`src/rtl/fp_to_int.sv`:
```
// Iterative packed-FP to signed-integer converter, one bit shift per clock.
// Optional round-to-nearest-even build selected by defining FP2INT_ROUND_EN; default truncates.
module fp_to_int #(
    parameter int unsigned Mantissa_Size = 23,
    parameter int unsigned Exponent_Size = 8,
    parameter int unsigned Int_Width     = 32,
    parameter int unsigned N             = Mantissa_Size + Exponent_Size
) (
    input  logic                 clk_i,
    input  logic                 rst_ni,
    input  logic                 enable_i,
    input  logic                 load_i,
    input  logic [N:0]           a_i,
    output logic [Int_Width-1:0] result_o,
    output logic                 done_o,
    output logic                 overflow_o
);

    localparam int unsigned Bias  = 2 ** (Exponent_Size - 1) - 1;
    localparam int unsigned MantW = Mantissa_Size + 1;
    localparam int unsigned WorkW = ((Int_Width > MantW) ? Int_Width : MantW) + 1;
    localparam int unsigned CntW  = $clog2(Mantissa_Size + Int_Width + 2);
    localparam int unsigned EW    = Exponent_Size + 1;
    localparam int          EMaxS = Int_Width - 1;
    localparam int          MantS = Mantissa_Size;

    localparam logic [Int_Width:0] MagLimNeg = {1'b0, 1'b1, {(Int_Width - 1){1'b0}}};
    localparam logic [Int_Width:0] MagLimPos = {2'b00, {(Int_Width - 1){1'b1}}};

    typedef enum logic [2:0] {StIdle, StLoad, StShift, StFinal, StDone} state_e;

    state_e                 state_q;
    logic [N:0]             a_q;
    logic [WorkW-1:0]       work_q;
    logic [CntW-1:0]        cnt_q;
    logic                   left_q;
    logic                   pend_ovf_q;
    logic [Int_Width-1:0]   result_q;
    logic                   done_q;
    logic                   overflow_q;
`ifdef FP2INT_ROUND_EN
    logic                   guard_q;
    logic                   sticky_q;
`endif

    logic                     sign;
    logic [Exponent_Size-1:0] exp_f;
    logic [Mantissa_Size-1:0] frac;
    logic signed [EW-1:0]     e_s;
    logic                     early_zero;
    logic                     early_ovf;
    logic                     go_left;
    logic [CntW-1:0]          shift_cnt;
    logic [Int_Width:0]       mag_r;
    logic [Int_Width:0]       mag_lim;
    logic                     sat;
    logic [Int_Width-1:0]     final_val;

    assign sign  = a_q[N];
    assign exp_f = a_q[N-1 -: Exponent_Size];
    assign frac  = a_q[Mantissa_Size-1:0];
    assign e_s   = $signed({1'b0, exp_f}) - $signed(EW'(Bias));

    // Classify the captured operand: early exit, shift direction and shift count.
    always_comb begin
        early_zero = 1'b0;
        early_ovf  = 1'b0;
        go_left    = 1'b0;
        shift_cnt  = '0;
        if (exp_f == '0) begin
            early_zero = 1'b1;
        end else if (&exp_f) begin
            early_ovf = 1'b1;
        end else if (e_s < 0) begin
`ifdef FP2INT_ROUND_EN
            if (e_s == -1) begin
                shift_cnt = CntW'(MantW);
            end else begin
                early_zero = 1'b1;
            end
`else
            early_zero = 1'b1;
`endif
        end else if (e_s > EMaxS) begin
            early_ovf = 1'b1;
        end else if ((e_s == EMaxS) && !(sign && (frac == '0))) begin
            early_ovf = 1'b1;
        end else if (e_s >= MantS) begin
            go_left   = 1'b1;
            shift_cnt = CntW'(e_s - MantS);
        end else begin
            shift_cnt = CntW'(MantS - e_s);
        end
    end

    // Magnitude (with optional rounding increment), range check and sign application.
    always_comb begin
        mag_r = {|work_q[WorkW-1:Int_Width], work_q[Int_Width-1:0]};
`ifdef FP2INT_ROUND_EN
        if (guard_q && (sticky_q || work_q[0])) begin
            mag_r = mag_r + 1'b1;
        end
`endif
        mag_lim = sign ? MagLimNeg : MagLimPos;
        sat     = pend_ovf_q || (mag_r > mag_lim);
        if (sat) begin
            final_val = sign ? {1'b1, {(Int_Width - 1){1'b0}}} : {1'b0, {(Int_Width - 1){1'b1}}};
        end else begin
            final_val = sign ? (~mag_r[Int_Width-1:0] + 1'b1) : mag_r[Int_Width-1:0];
        end
    end

    always_ff @(posedge clk_i) begin
        if (!rst_ni) begin
            state_q    <= StIdle;
            a_q        <= '0;
            work_q     <= '0;
            cnt_q      <= '0;
            left_q     <= 1'b0;
            pend_ovf_q <= 1'b0;
            result_q   <= '0;
            done_q     <= 1'b0;
            overflow_q <= 1'b0;
`ifdef FP2INT_ROUND_EN
            guard_q    <= 1'b0;
            sticky_q   <= 1'b0;
`endif
        end else if (enable_i) begin
            if (load_i) begin
                a_q        <= a_i;
                state_q    <= StLoad;
                done_q     <= 1'b0;
                overflow_q <= 1'b0;
            end else begin
                unique case (state_q)
                    StIdle: begin
                        state_q <= StIdle;
                    end
                    StLoad: begin
                        work_q     <= (early_zero || early_ovf) ? '0 : WorkW'({1'b1, frac});
                        pend_ovf_q <= early_ovf;
                        left_q     <= go_left;
                        cnt_q      <= shift_cnt;
`ifdef FP2INT_ROUND_EN
                        guard_q    <= 1'b0;
                        sticky_q   <= 1'b0;
`endif
                        state_q    <= (shift_cnt == '0) ? StFinal : StShift;
                    end
                    StShift: begin
                        if (left_q) begin
                            work_q <= work_q << 1;
                        end else begin
                            work_q <= work_q >> 1;
`ifdef FP2INT_ROUND_EN
                            guard_q  <= work_q[0];
                            sticky_q <= sticky_q | guard_q;
`endif
                        end
                        cnt_q <= cnt_q - CntW'(1);
                        if (cnt_q == CntW'(1)) begin
                            state_q <= StFinal;
                        end
                    end
                    StFinal: begin
                        result_q   <= final_val;
                        overflow_q <= sat;
                        state_q    <= StDone;
                    end
                    StDone: begin
                        done_q <= 1'b1;
                    end
                    default: begin
                        state_q <= StIdle;
                    end
                endcase
            end
        end
    end

    assign result_o   = result_q;
    assign done_o     = done_q;
    assign overflow_o = overflow_q;

endmodule
```
`config.mk`:
```
export PLATFORM = sky130hd
export DESIGN_NAME = fp_to_int
export DESIGN_NICKNAME = d
export VERILOG_FILES = /design/src/rtl/fp_to_int.sv
export SDC_FILE = /design/constraint.sdc
export NUM_CORES = 1
export LEC_CHECK = 0
export ABC_AREA = 1
export CAP_MARGIN = 20
export CORE_MARGIN = 1.5
export CORE_UTILIZATION = 23
export CTS_CLUSTER_SIZE = 16
export DETAILED_ROUTE_END_ITERATION = 10
export GPL_ROUTABILITY_DRIVEN = 0
export PLACE_DENSITY = 0.51
export SYNTH_ARGS = -nofsm -noshare
export SYNTH_HDL_FRONTEND = slang
export SYNTH_SLANG_ARGS = --single-unit
```
`constraint.sdc`:
```
create_clock -name clk_i -period 5.7 [get_ports clk_i]
set_input_delay 1.14 -clock clk_i [delete_from_list [all_inputs] [get_ports clk_i]]
set_output_delay 1.14 -clock clk_i [all_outputs]
set_load 0.005 [all_outputs]
```
==> results of run 1 <==
[layout by cell type (no fill, tap or decap), drive strengths merged, types with 4 or more instances in the layout]
cell type / Yosys / routed
o21ai: 92 / 92
clkdlybuf4s50: 0 / 69
nand3: 58 / 58
buf: 15 / 8
xor2: 16 / 16
nor4: 4 / 4
nand4: 5 / 5
nor3: 4 / 4
a21oi: 88 / 88
ha: 41 / 41
inv: 117 / 120
a221oi: 44 / 44
clkbuf: 30 / 10
dfxtp: 110 / 110
o22ai: 7 / 7
nor2: 178 / 178
nand2: 177 / 177
or2: 10 / 10
[area by class of cell]
cell class                      count  area share
Inverter                          118      0.0540
Timing Repair Buffer               77      0.0914
Multi-Input combinational cell    739       0.489
Clock buffer                       10      0.0279
Tap cell                          390      0.0594
Clock inverter                      6     0.00945
Sequential cell                   110       0.268
[flip-flops by register name (all words and copies together) (netlist names)]
register    flops
overflow_o      1
pend_ovf_q      1
mag_r          33
state_q         3
a_q            32
result_o       32
done_o          1
left_q          1
cnt_q           6
[cell usage after synthesis, drive strengths merged (2+ instances only)]
library cell | n | area (um^2)
a221oi | 44 | 429
nand4 | 5 | 31.3
nand3b | 2 | 15.0
inv | 117 | 439
ha | 41 | 513
a211oi | 2 | 15.0
or2 | 10 | 62.6
nor4 | 4 | 25.0
nand2 | 177 | 702
xor2 | 16 | 140
nand3 | 58 | 310
o22ai | 7 | 43.8
dfxtp | 110 | 2200
a21oi | 88 | 448
o21ai | 92 | 460
and3 | 2 | 12.5
o211ai | 3 | 22.5
nor3 | 4 | 20.0
o21bai | 2 | 15.0
nor2 | 178 | 718
buf | 15 | 88.8
clkbuf | 30 | 114
a31oi | 2 | 12.5
[power by group through the flow]
stage	clock network, mW	logic (mW)	registers (mW)
5_1_grt	0.717	0.323	0.831
3_5_place_dp	0	0.284	0.845
6_report	0.673	0.284	0.827
4_1_cts	0.696	0.286	0.826
2_1_floorplan	0	0.201	0.834
3_3_place_gp	0	0.283	0.844
[per-layer routing]
metal / vias to the layer above / part of all wire / global-route usage
li1: 3455 / - / -
met4: 0 / 0.0082 / 0.0246
met2: 134 / 0.38 / 0.173
met1: 2938 / 0.57 / 0.211
met5: - / 0 / 0
met3: 12 / 0.046 / 0.0212
[worst min-delay path, stage by stage, from the launching register on]
cell and delay [ns]:
dfxtp_1 0.32, inv_1 0.06, a21oi_1 0.05
[worst min-delay path by stage]
stage	to	slack, ns	depth (start not counted)
floorplan	a_q[20]	0.44	2
global placement	a_q[20]	0.46	2
detailed placement	a_q[21]	0.46	2
CTS	a_q[21]	0.48	2
global route	mag_r[14]	0.51	2
finish	a_q[21]	0.48	2
[cells by family (layout without fill, tap and decap cells)]
family | after synthesis | after routing | share of synthesized area
AO/OA/AOI/OAI | 241 | 241 | 0.212
XOR/XNOR | 17 | 17 | 0.0217
adder cells (fa/ha/maj) | 41 | 41 | 0.0748
buffers and inverters | 163 | 211 | 0.0941
flip-flops | 110 | 110 | 0.321
AND/OR/NAND/NOR | 440 | 440 | 0.276
==> metrics.txt, run 1 <==
type of origin of the critical path flip-flop; RSZ-0062 raised after global routing false; # IOs 70; vias in the first global route between 6000 and 7000; Critical Path Start a_q[31]; crit path to result_o[13]; total CTS buffers 9; ys flop type dfxtp_1; CP required roughly 6.0 ns; Worst Hold Class reg -> reg; R2R Setup Slk roughly 1.8 ns; Filler Cell Count approximately 3300; pre-CTS setup slack roughly 1.8 ns; Finished Layout Cells between 1000 and 1500; Setup Viol. Count Final 0; Logic pwr share 0.159; status complete, no violations; GRT Residual Overflow 0; clk buf depth 2; Int Pwr between 1 and 1.5 mW; initial core utilization 0.233; worst hold slack about 0.48 ns; Mapped Cells 1012; CTS tree yes; Detail Route Antenna Nets 0; die area approximately 31000 um^2; synth warn 0; P per Cell Area about 220 nW/um^2; sequential share of the synthesized area 0.321; Hold Violations, Final 0; Hold Path Origin a_q[21]; cts repair resizes 0; die height between 150 and 200 um; multi-input gate area in the final layout ~4000 um^2; port bufs 69; Max Clock Freq ~0.26 GHz; async set-reset flop share out of synthesis 0; via count about 6500; pin count of the biggest net entering global routing 66; row cnt 63; peak supply drop approximately 130 uV; CTS sink cnt between 100 and 150; Wirelength per Cell 13.4 um; Final Cell Area ~8200 um^2; P&R area growth vs syn 19.7%; NetSw roughly 0.53 mW; min cycle time layout between 3 and 4 ns; crit-path max FO 30; Die W roughly 180 um; CP Data Arrival Time about 4.2 ns; post-synthesis register bit count between 100 and 150; critical path's largest stage delay about 0.69 ns; worst r2r path cells 14; Core Area 29500 um^2; drt drc 0; Worst path slowest cell dfxtp_2; Post-synth EDFFs 0; dpl cell area ~7900 um^2; setup bufs post-CTS 0; Crit path max-delay family simple AND/OR/NAND/NOR gates; total power roughly 1.8 mW; first-pass GRT wire length about 32 mm; Netlist cell types 40; Crit Path Class reg -> reg; Final Util 0.278; Rel. slew slack 0.430; reg-to-reg endpoint result_o[13]; CP Capture Type flip-flop; post-synthesis net count 1089; TNS Setup 0 ns; GRT Util Overall 0.130; initial antenna violation count 0; leak pwr ~3.4 nW; Syn Area/Cell between 6 and 7 um^2; post-detail-place hpwl 14.5 mm; n_diodes 0; Switching Fraction 0.299; Reg area about 2200 um^2; final WL 19.4 mm; via/cell ratio ~4.5; Syn Std Cell Area slightly below 7000 um^2; r2r startpoint a_q[31]; DRT Pass-1 Iters 5; Final nets 1132; worst-path cell chain inv_1 -> ha_1 -> nand4_1 -> inv_1 -> nand2_1 -> nor2_1 -> nand4_1 -> nand3_1 -> nand2_2 -> nand2_2 -> nand2_2 -> nand2_1 -> o21ai_0 -> inv_1; Final Slew Violations 0; crit path buf inv count 3; final worst slack 1.80 ns; sequential power share 0.464; clk root buf clkbuf_16; Clock Latency Late Sink approximately 0.37 ns; cts hold-fix bufs 0; DR iter-0 viols 515; H-tree depth 3; maxcap violations 0; Worst-path clk slew 0.09 ns; fin crit share 0.685; dpl cells about 1400; Worst-Margin Slew about 0.85 ns; Setup Skew around 0.016 ns; Clock Power Share 0.377; Crit. path cell count 14; fraction of layout cells with a size suffix above 1 0.0736
Power figures use the tool's default switching activity.
==> run 2, diff against run 1 <==
clock period = 3.93 ns   (was 5.7 ns; I/O delays follow)
==> run 2 against run 1 <==
Clock power rose by 45%. Cell area rose by 0.67%. Critical path type unchanged. Register-to-register slack got worse by 1.1 ns. Routed wire length rose by 2.4%. Critical endpoint is now result_o[8].
==> metrics.txt, run 2 (same netlist as run 1, synthesis figures left out) <==
crit path to result_o[8]; clk root buf clkbuf_16; vias in the first global route between 6000 and 7000; CP required ~4.2 ns; Worst-path clk slew approximately 0.080 ns; die area about 31000 um^2; die height 176 um; CTS tree yes; peak supply drop 228 uV; row cnt between 60 and 70; reg-to-reg endpoint result_o[8]; fraction of layout cells with a size suffix above 1 0.0771; dpl cell area 7960 um^2; Clock Latency Late Sink around 0.37 ns; initial antenna violation count 0; final WL a little under 20 mm; DR iter-0 viols 411; CTS sink cnt between 100 and 150; Final Util 0.280; P per Cell Area between 300 and 400 nW/um^2; Worst-Margin Slew between 0.8 and 0.9 ns; GRT Util Overall 0.132; leak pwr around 3.5 nW; DRT Pass-1 Iters 5; most frequent cells in the layout 165 x nand2_1, 165 x nor2_1, 110 x inv_1; r2r startpoint a_q[31]; max reg flops 33; drt drc 0; TNS Setup 0 ns; P&R area growth vs syn 20.5%; H-tree depth 3; Rel. slew slack 0.435; first-pass GRT wire length approximately 33 mm; CP Capture Type flip-flop; Critical Path Start a_q[31]; min cycle time layout between 3 and 4 ns; Setup Skew 0.0129 ns; critical path's largest stage delay approximately 0.66 ns; port bufs ~70; via/cell ratio roughly 4.5; total CTS buffers 9; maxcap violations 0; status complete, no violations; worst hold slack between 0.4 and 0.5 ns; Final Slew Violations 0; Setup Viol. Count Final 0; crit-path max FO 29; Core Area 29500 um^2; GRT Residual Overflow 0; initial core utilization 0.233; fin crit share 0.830; Detail Route Antenna Nets 0; worst r2r path cells 14; Crit Path Class reg -> reg; R2R Setup Slk between 0.6 and 0.7 ns; cts hold-fix bufs 0; total power roughly 2.6 mW; cts repair resizes 0; Worst path slowest cell dfxtp_2; Final nets between 1000 and 1500; Die W roughly 180 um; via count roughly 6500; type of origin of the critical path flip-flop; n_diodes 0; post-detail-place hpwl 14.9 mm; Wirelength per Cell between 10 and 15 um; worst-path cell chain buf_4 -> ha_1 -> a21oi_1 -> o21ai_0 -> a21oi_1 -> nand2_1 -> nand2_1 -> nand3_1 -> nand2_2 -> nand2_2 -> nand2_2 -> nand2_1 -> o21ai_0 -> inv_1; pin count of the biggest net entering global routing 49; Max Clock Freq 0.306 GHz; CP Data Arrival Time 3.52 ns; Hold Violations, Final 0; # IOs 70; RSZ-0062 raised after global routing false; Worst Hold Class reg -> reg; clk buf depth 2; Final Cell Area between 8000 and 9000 um^2; setup bufs post-CTS 0
## run 2: power by group
group,internal [mW],total (mW),switching (mW)
clock,0.507,0.978,0.470
sequential,1.15,1.20,0.0497
combinational,0.161,0.423,0.262
## run 2: layer usage
layer / track usage / share of wire / up-vias
met5: 0 / 0 / -
met4: 0.0274 / 0.0079 / 0
met3: 0.0245 / 0.051 / 11
met2: 0.179 / 0.38 / 156
met1: 0.210 / 0.56 / 2914
li1: - / - / 3456
## run 2: cell type report
class | count | area, um^2
Tap cell | 390 | 488
Multi-Input combinational cell | 739 | 4020
Fill cell | 3341 | 21200
Clock buffer | 10 | 229
Timing Repair Buffer | 81 | 806
Clock inverter | 6 | 77.6
Sequential cell | 110 | 2200
Inverter | 118 | 443
## run 2: through the flow
stage	cells	setup WS (ns)
2_1_floorplan	1012	0.756
3_3_place_gp	1438	0.692
3_5_place_dp	1438	0.625
4_1_cts	1454	0.605
5_1_grt	1454	0.244
6_report	1454	0.667
## run 2: worst max-delay path, delay by kind of cell (launching register included)
| kind | cells | cell delay [ns] |
|---|---|---|
| AND/OR/NAND/NOR | 7 | 0.97 |
| AO/OA/AOI/OAI | 4 | 0.78 |
| flip-flops | 1 | 0.66 |
| buffers and inverters | 2 | 0.42 |
| adder cells (fa/ha/maj) | 1 | 0.29 |
## run 2: how the worst min path moves through the flow
stage / start / end / slack (ns) / depth (start not counted)
after global routing: done_o / done_o / 0.51 / 2
after detailed placement: done_o / done_o / 0.45 / 2
after floorplan: a_q[20] / a_q[20] / 0.44 / 2
after global placement: a_q[20] / a_q[20] / 0.46 / 2
final: done_o / done_o / 0.47 / 2
after CTS: done_o / done_o / 0.47 / 2
==> patch 1 (settings of run 1) <==
Set the parameter `Mantissa_Size` to 46 (it was 23).
--- a/src/rtl/fp_to_int.sv
+++ b/src/rtl/fp_to_int.sv
@@ -1,7 +1,7 @@
 // Iterative packed-FP to signed-integer converter, one bit shift per clock.
 // Optional round-to-nearest-even build selected by defining FP2INT_ROUND_EN; default truncates.
 module fp_to_int #(
-    parameter int unsigned Mantissa_Size = 23,
+    parameter int unsigned Mantissa_Size = 46,
     parameter int unsigned Exponent_Size = 8,
     parameter int unsigned Int_Width     = 32,
     parameter int unsigned N             = Mantissa_Size + Exponent_Size
Interface: changed (resized a_i); port bits go from 70 to 93. No check against the original RTL was run, so the function may have changed too.
==> patch 1 against run 1 <==
Non-clock buffer count up 25. Core utilization up 0.45 points. Largest cell class unchanged. Final area up 34%. Routed wire length up 40%. Sequential share of layout area increased by 0.32 points. Area after synthesis rose by 32%. Clock skew decreased by 0.0024 ns. Worst setup slack improved by 0.62 ns. Sequential power up 38%. Sequential cell count grew 39. Total power rose by 56%.
==> patch 1: results (changes against run 1) <==
.. list-table::
   :header-rows: 1

   * - Metric
     - Value
   * - H-Tree Depth
     - 4 (+1)
   * - Worst Hold Depth
     - 2 (unchanged)
   * - Commonest cells post-synth
     - nor2_1, nand2_1, o21ai_0
   * - Relative slew slack
     - 0.381 (-0.0494)
   * - Ranking of synthesized cells by area
     - dfxtp_1, nor2_1, o21ai_0
   * - Met2 wire length
     - 12000 um (+64%)
   * - Internal reg-to-reg setup slack
     - 2.42 ns (+0.62 ns)
   * - Hold-critical path endpoint
     - done_o
   * - Global-route usage over all layers
     - 0.134 (+0.00406)
   * - Startpoint of the worst register-to-register path
     - a_q[54]
   * - Buffers added on ports
     - 92 (+33%)
   * - Total CTS buffers
     - 17 (+8)
   * - Result of the run
     - complete, no violations
   * - Fill cell count
     - 4308 (+29%)
   * - Seq/Total Area, Yosys
     - 0.329 (+0.00761)
   * - DP HPWL
     - 19200 um (+33%)
   * - Critical register-to-register path endpoint
     - result_o[25]
   * - First-pass GRT wire length
     - 43900 um (+36%)
   * - Fin nets
     - 1536 (+36%)
   * - Max FFs per register
     - 55 (+67%)
   * - Worst path arrival time
     - 3.61 ns (-0.60 ns)
   * - Met1 Wirelength
     - 13700 um (+23%)
   * - Maximum vdd drop
     - 0.142 mV (+12%)
   * - Wire length on met3
     - 1150 um (+29%)
   * - Cell depth of the worst flop-to-flop path
     - 15 (+1)
   * - Register clock-pin slew on the reported worst setup and hold paths
     - 0.06 ns (-0.03 ns)
   * - Worst slack on hold paths
     - 0.473 ns (-0.00222 ns)
   * - Number of DRC markers in iteration 0
     - 682 (+32%)
   * - Post-DR wirelength/cell
     - 13.8 um (+3.4%)
   * - Fraction of layout cells with a size suffix above 1
     - 0.0635 (-0.0101)
   * - Clock network latency to the later pin of the worst-skew pair
     - 0.45 ns (+0.08 ns)
   * - Vias in the first global route
     - 8261 (+37%)
-- patch 1: cell count changes in the layout (fill, tap and decap cells not counted), sizes merged, moves of 39 or more --
cell	delta
o21ai	+95
nor2	+66
nand2	+61
a21oi	+49
a221oi	-44
dfxtp	+39
-- patch 1: layer usage --
metal | vias to the layer above | global-route usage
li1 | 4652 | -
met1 | 4064 | 0.187
met2 | 204 | 0.209
met3 | 24 | 0.0224
met4 | 0 | 0.0394
met5 | - | 0
-- patch 1: where the power goes --
part           switching [mW]  internal [mW]
clock                   0.513          0.638
sequential             0.0550           1.09
combinational           0.310          0.174
total                   0.878           1.90
-- patch 1: logic make-up after synthesis --
kind of cell | share of synthesized area
buffers and inverters | 0.0954
XOR/XNOR | 0.0327
flip-flops | 0.329
AO/OA/AOI/OAI | 0.192
adder cells (fa/ha/maj) | 0.0565
AND/OR/NAND/NOR | 0.295
-- patch 1: stage by stage --
step | utilization | instances | setup WS, ns | instance area, um2 | total power, mW
floorplan | - | 1392 | 2.79 | 9080 | 1.50
global placement | 0.267 | 1934 | 2.19 | 10400 | 1.64
detailed placement | 0.267 | 1934 | 2.18 | 10400 | 1.65
CTS | 0.282 | 1966 | 2.40 | 11000 | 2.81
global route | 0.283 | 1967 | 2.07 | 11000 | 2.93
finish | 0.283 | 1967 | 2.42 | 11000 | 2.78
-- patch 1: how the worst max path moves through the flow --
stage                  start      endpoint
finish               a_q[54]  result_o[25]
global route         a_q[54]  result_o[29]
CTS                  a_q[54]  result_o[25]
detailed placement  enable_i    work_q[39]
global placement    enable_i    work_q[37]
floorplan            a_q[54]   result_o[4]
-- patch 1: layout make-up --
class | instances | area share
Inverter | 136 | 0.0466
Sequential cell | 149 | 0.272
Multi-Input combinational cell | 1030 | 0.477
Clock buffer | 19 | 0.0412
Tap cell | 518 | 0.0590
Clock inverter | 13 | 0.0129
Timing Repair Buffer | 102 | 0.0920
-- patch 1: worst max-delay path, cell delays in order (launching register included) --
cell     delay [ns]
dfxtp_1        0.31
buf_4          0.46
inv_2          0.38
ha_1           0.42
inv_1          0.10
nor2_1         0.05
nor3_1         0.18
nand2_1        0.07
nor2_1         0.12
nand3_2        0.10
nand2_4        0.25
nand2_4        0.16
nand2_8        0.20
nand2_2        0.14
o21ai_1        0.16
inv_1          0.04
==> patch 2 (flow settings as in run 1) <==
Made on the original files. The 5 states of `state_e` get a one-hot encoding in 5 bits.
--- a/src/rtl/fp_to_int.sv
+++ b/src/rtl/fp_to_int.sv
@@ -27,7 +27,7 @@
     localparam logic [Int_Width:0] MagLimNeg = {1'b0, 1'b1, {(Int_Width - 1){1'b0}}};
     localparam logic [Int_Width:0] MagLimPos = {2'b00, {(Int_Width - 1){1'b1}}};
 
-    typedef enum logic [2:0] {StIdle, StLoad, StShift, StFinal, StDone} state_e;
+    typedef enum logic [4:0] {StIdle = 5'b00001, StLoad = 5'b00010, StShift = 5'b00100, StFinal = 5'b01000, StDone = 5'b10000} state_e;
 
     state_e                 state_q;
     logic [N:0]             a_q;
Check against the original RTL: no difference found for any inputs over 4 cycles, from zero or initial values and one cycle with rst_ni low; so few cycles prove little.
==> patch 2 against run 1 <==
Final area up 4.1%. Worst setup slack better by 0.13 ns. Routed wire length up 4.6%. Area after synthesis up 4.7%. Fmax up 3.5%. Total power down 7.2%. Core utilization about the same. Sequential cell count up 2. Critical path type unchanged. Largest cell class unchanged.
==> patch 2: results (changes against run 1) <==
.. list-table::
   :header-rows: 1

   * - Metric
     - Value
   * - Result of the run
     - complete, no violations
   * - Ranking of synthesized cells by area
     - dfxtp_1, nor2_1, nand2_1
   * - Number of antenna violations at the first check in global routing
     - 0 (unchanged)
   * - Maximum number of pins on one net before global-route repair
     - 51 (-23%)
   * - Buffer levels on the longest clock path
     - 2 (unchanged)
   * - Synth Flop Type
     - dfxtp_1
   * - Antenna diode instance count
     - 0 (unchanged)
   * - Fin nets
     - 1146 (+1.2%)
   * - Proportion of synthesized area in mux cells
     - 0 (unchanged)
   * - Total of warnings raised by yosys
     - 0 (unchanged)
   * - Vias in the first global route
     - 6329 (+5.3%)
   * - Global-route usage over all layers
     - 0.126 (-0.00369)
   * - Fill cell count
     - 3396 (+1.5%)
   * - Fraction of synthesis flops using an asynchronous set or reset pin
     - 0 (unchanged)
   * - Post-Synth Adder-Cell Area
     - 0.0714 (-0.00339)
   * - First-pass GRT wire length
     - 33600 um (+4.0%)
   * - Register clock-pin slew on the reported worst setup and hold paths
     - 0.08 ns
   * - Slowest Stage Delay on Critical Path
     - 0.75 ns (+0.06 ns)
   * - Cell at the root of the clock tree
     - clkbuf_16
   * - Distinct cell type count after synthesis
     - 44 (+10%)
   * - Clock network latency to the later pin of the worst-skew pair
     - 0.37 ns (about the same)
   * - Area fraction in compound gates after synthesis
     - 0.218 (+0.00590)
   * - Number of gates resized after CTS
     - 0 (unchanged)
   * - DP HPWL
     - 14900 um (+2.3%)
   * - Commonest cells post-synth
     - nor2_1, nand2_1, inv_1
   * - Number of DRC markers in iteration 0
     - 550 (+6.8%)
   * - Max FFs per register
     - 33 (unchanged)
   * - TritonRoute pass-1 iters
     - 5 (unchanged)
   * - Standard cell with the maximum stage delay on the critical path
     - dfxtp_2
   * - Post-DR wirelength/cell
     - 13.8 um (+3.2%)
   * - Cell area reported after detailed placement
     - 8230 um2 (+4.1%)
   * - Postcts setup bufs
     - 0 (unchanged)
   * - Relative slew slack
     - 0.350 (-0.0801)
   * - Xor and xnor fraction of the mapped netlist area
     - 0.0169 (-0.00481)
   * - Fraction of layout cells with a size suffix above 1
     - 0.0996 (+0.0260)
   * - Syn Nets
     - 1102 (+1.2%)
   * - Buffers added on ports
     - 69 (unchanged)
   * - H-Tree Depth
     - 3 (unchanged)
   * - Via-per-instance ratio
     - 4.61 (+2.1%)
   * - CP top delay family
     - simple AND/OR/NAND/NOR gates
   * - Cell leakage power
     - 3.50 nW (+1.8%)
   * - Maximum vdd drop
     - 0.128 mV (+1.2%)
   * - Critical path fanouts, max
     - 33 (+10%)
   * - Final clock skew
     - 0.0127 ns (-0.00296 ns)
   * - Seq/Total Area, Yosys
     - 0.312 (-0.00896)
   * - Total CTS buffers
     - 9 (unchanged)
   * - Switching portion of total power
     - 0.287 (-0.0115)
   * - Worst path arrival time
     - 4.07 ns (-0.14 ns)
   * - Worst min-delay path category
     - flip-flop to flip-flop
patch 2: per-layer routing:
layer,GRT usage,wire length [um],part of all wire,up-vias
met5,0,0,0,-
met4,0.0287,194,0.0096,0
met3,0.0229,912,0.045,12
met2,0.184,8310,0.41,139
met1,0.189,10900,0.54,3067
li1,-,-,-,3552
patch 2: metrics by stage:
| stage | util | hold slack (ns) | instances | setup WS [ns] |
|---|---|---|---|---|
| 6_report | 0.279 | 0.484 | 1470 | 1.93 |
| 5_1_grt | 0.279 | 0.513 | 1470 | 1.41 |
| 4_1_cts | 0.277 | 0.486 | 1468 | 1.89 |
| 3_5_place_dp | 0.268 | 0.463 | 1452 | 1.59 |
| 3_3_place_gp | 0.268 | 0.464 | 1452 | 1.66 |
| 2_1_floorplan | - | 0.454 | 1025 | 2.59 |
patch 2: area by class of cell:
cell class,instances,area [um2],share of cell area
clock inverters,7,56.3,0.00659
clock buffers,9,225,0.0264
repair buffers,82,808,0.0946
flip-flops and latches,112,2240,0.263
multi-input cells,747,4270,0.500
well taps,396,495,0.0580
inverters,117,439,0.0514
patch 2: tightest hold or removal path, stage by stage (launching register included):
cell	delay, ns
dfxtp_1	0.32
nand2_1	0.06
a21oi_1	0.05
patch 2: cell families after synthesis:
kind of cell,after synthesis
buffers and inverters,166
XOR/XNOR,13
AO/OA/AOI/OAI,245
AND/OR/NAND/NOR,448
flip-flops,112
adder cells (fa/ha/maj),41
patch 2: path summary, 6_finish.rpt:
path	startpoint	end	slack, ns	cells past startpoint
worst max register to register	a_q[31]	result_o[19]	1.93	13
worst min register to register	overflow_o	overflow_o	0.48	2
worst min-delay path	overflow_o	overflow_o	0.48	2
worst max-delay path	a_q[31]	result_o[19]	1.93	13
patch 2: power groups by stage:
stage | logic [mW] | clock network, mW | registers, mW
3_5_place_dp | 0.204 | 0 | 0.843
4_1_cts | 0.205 | 0.646 | 0.824
6_report | 0.203 | 0.629 | 0.824
3_3_place_gp | 0.202 | 0 | 0.842
2_1_floorplan | 0.144 | 0 | 0.836
5_1_grt | 0.230 | 0.677 | 0.828
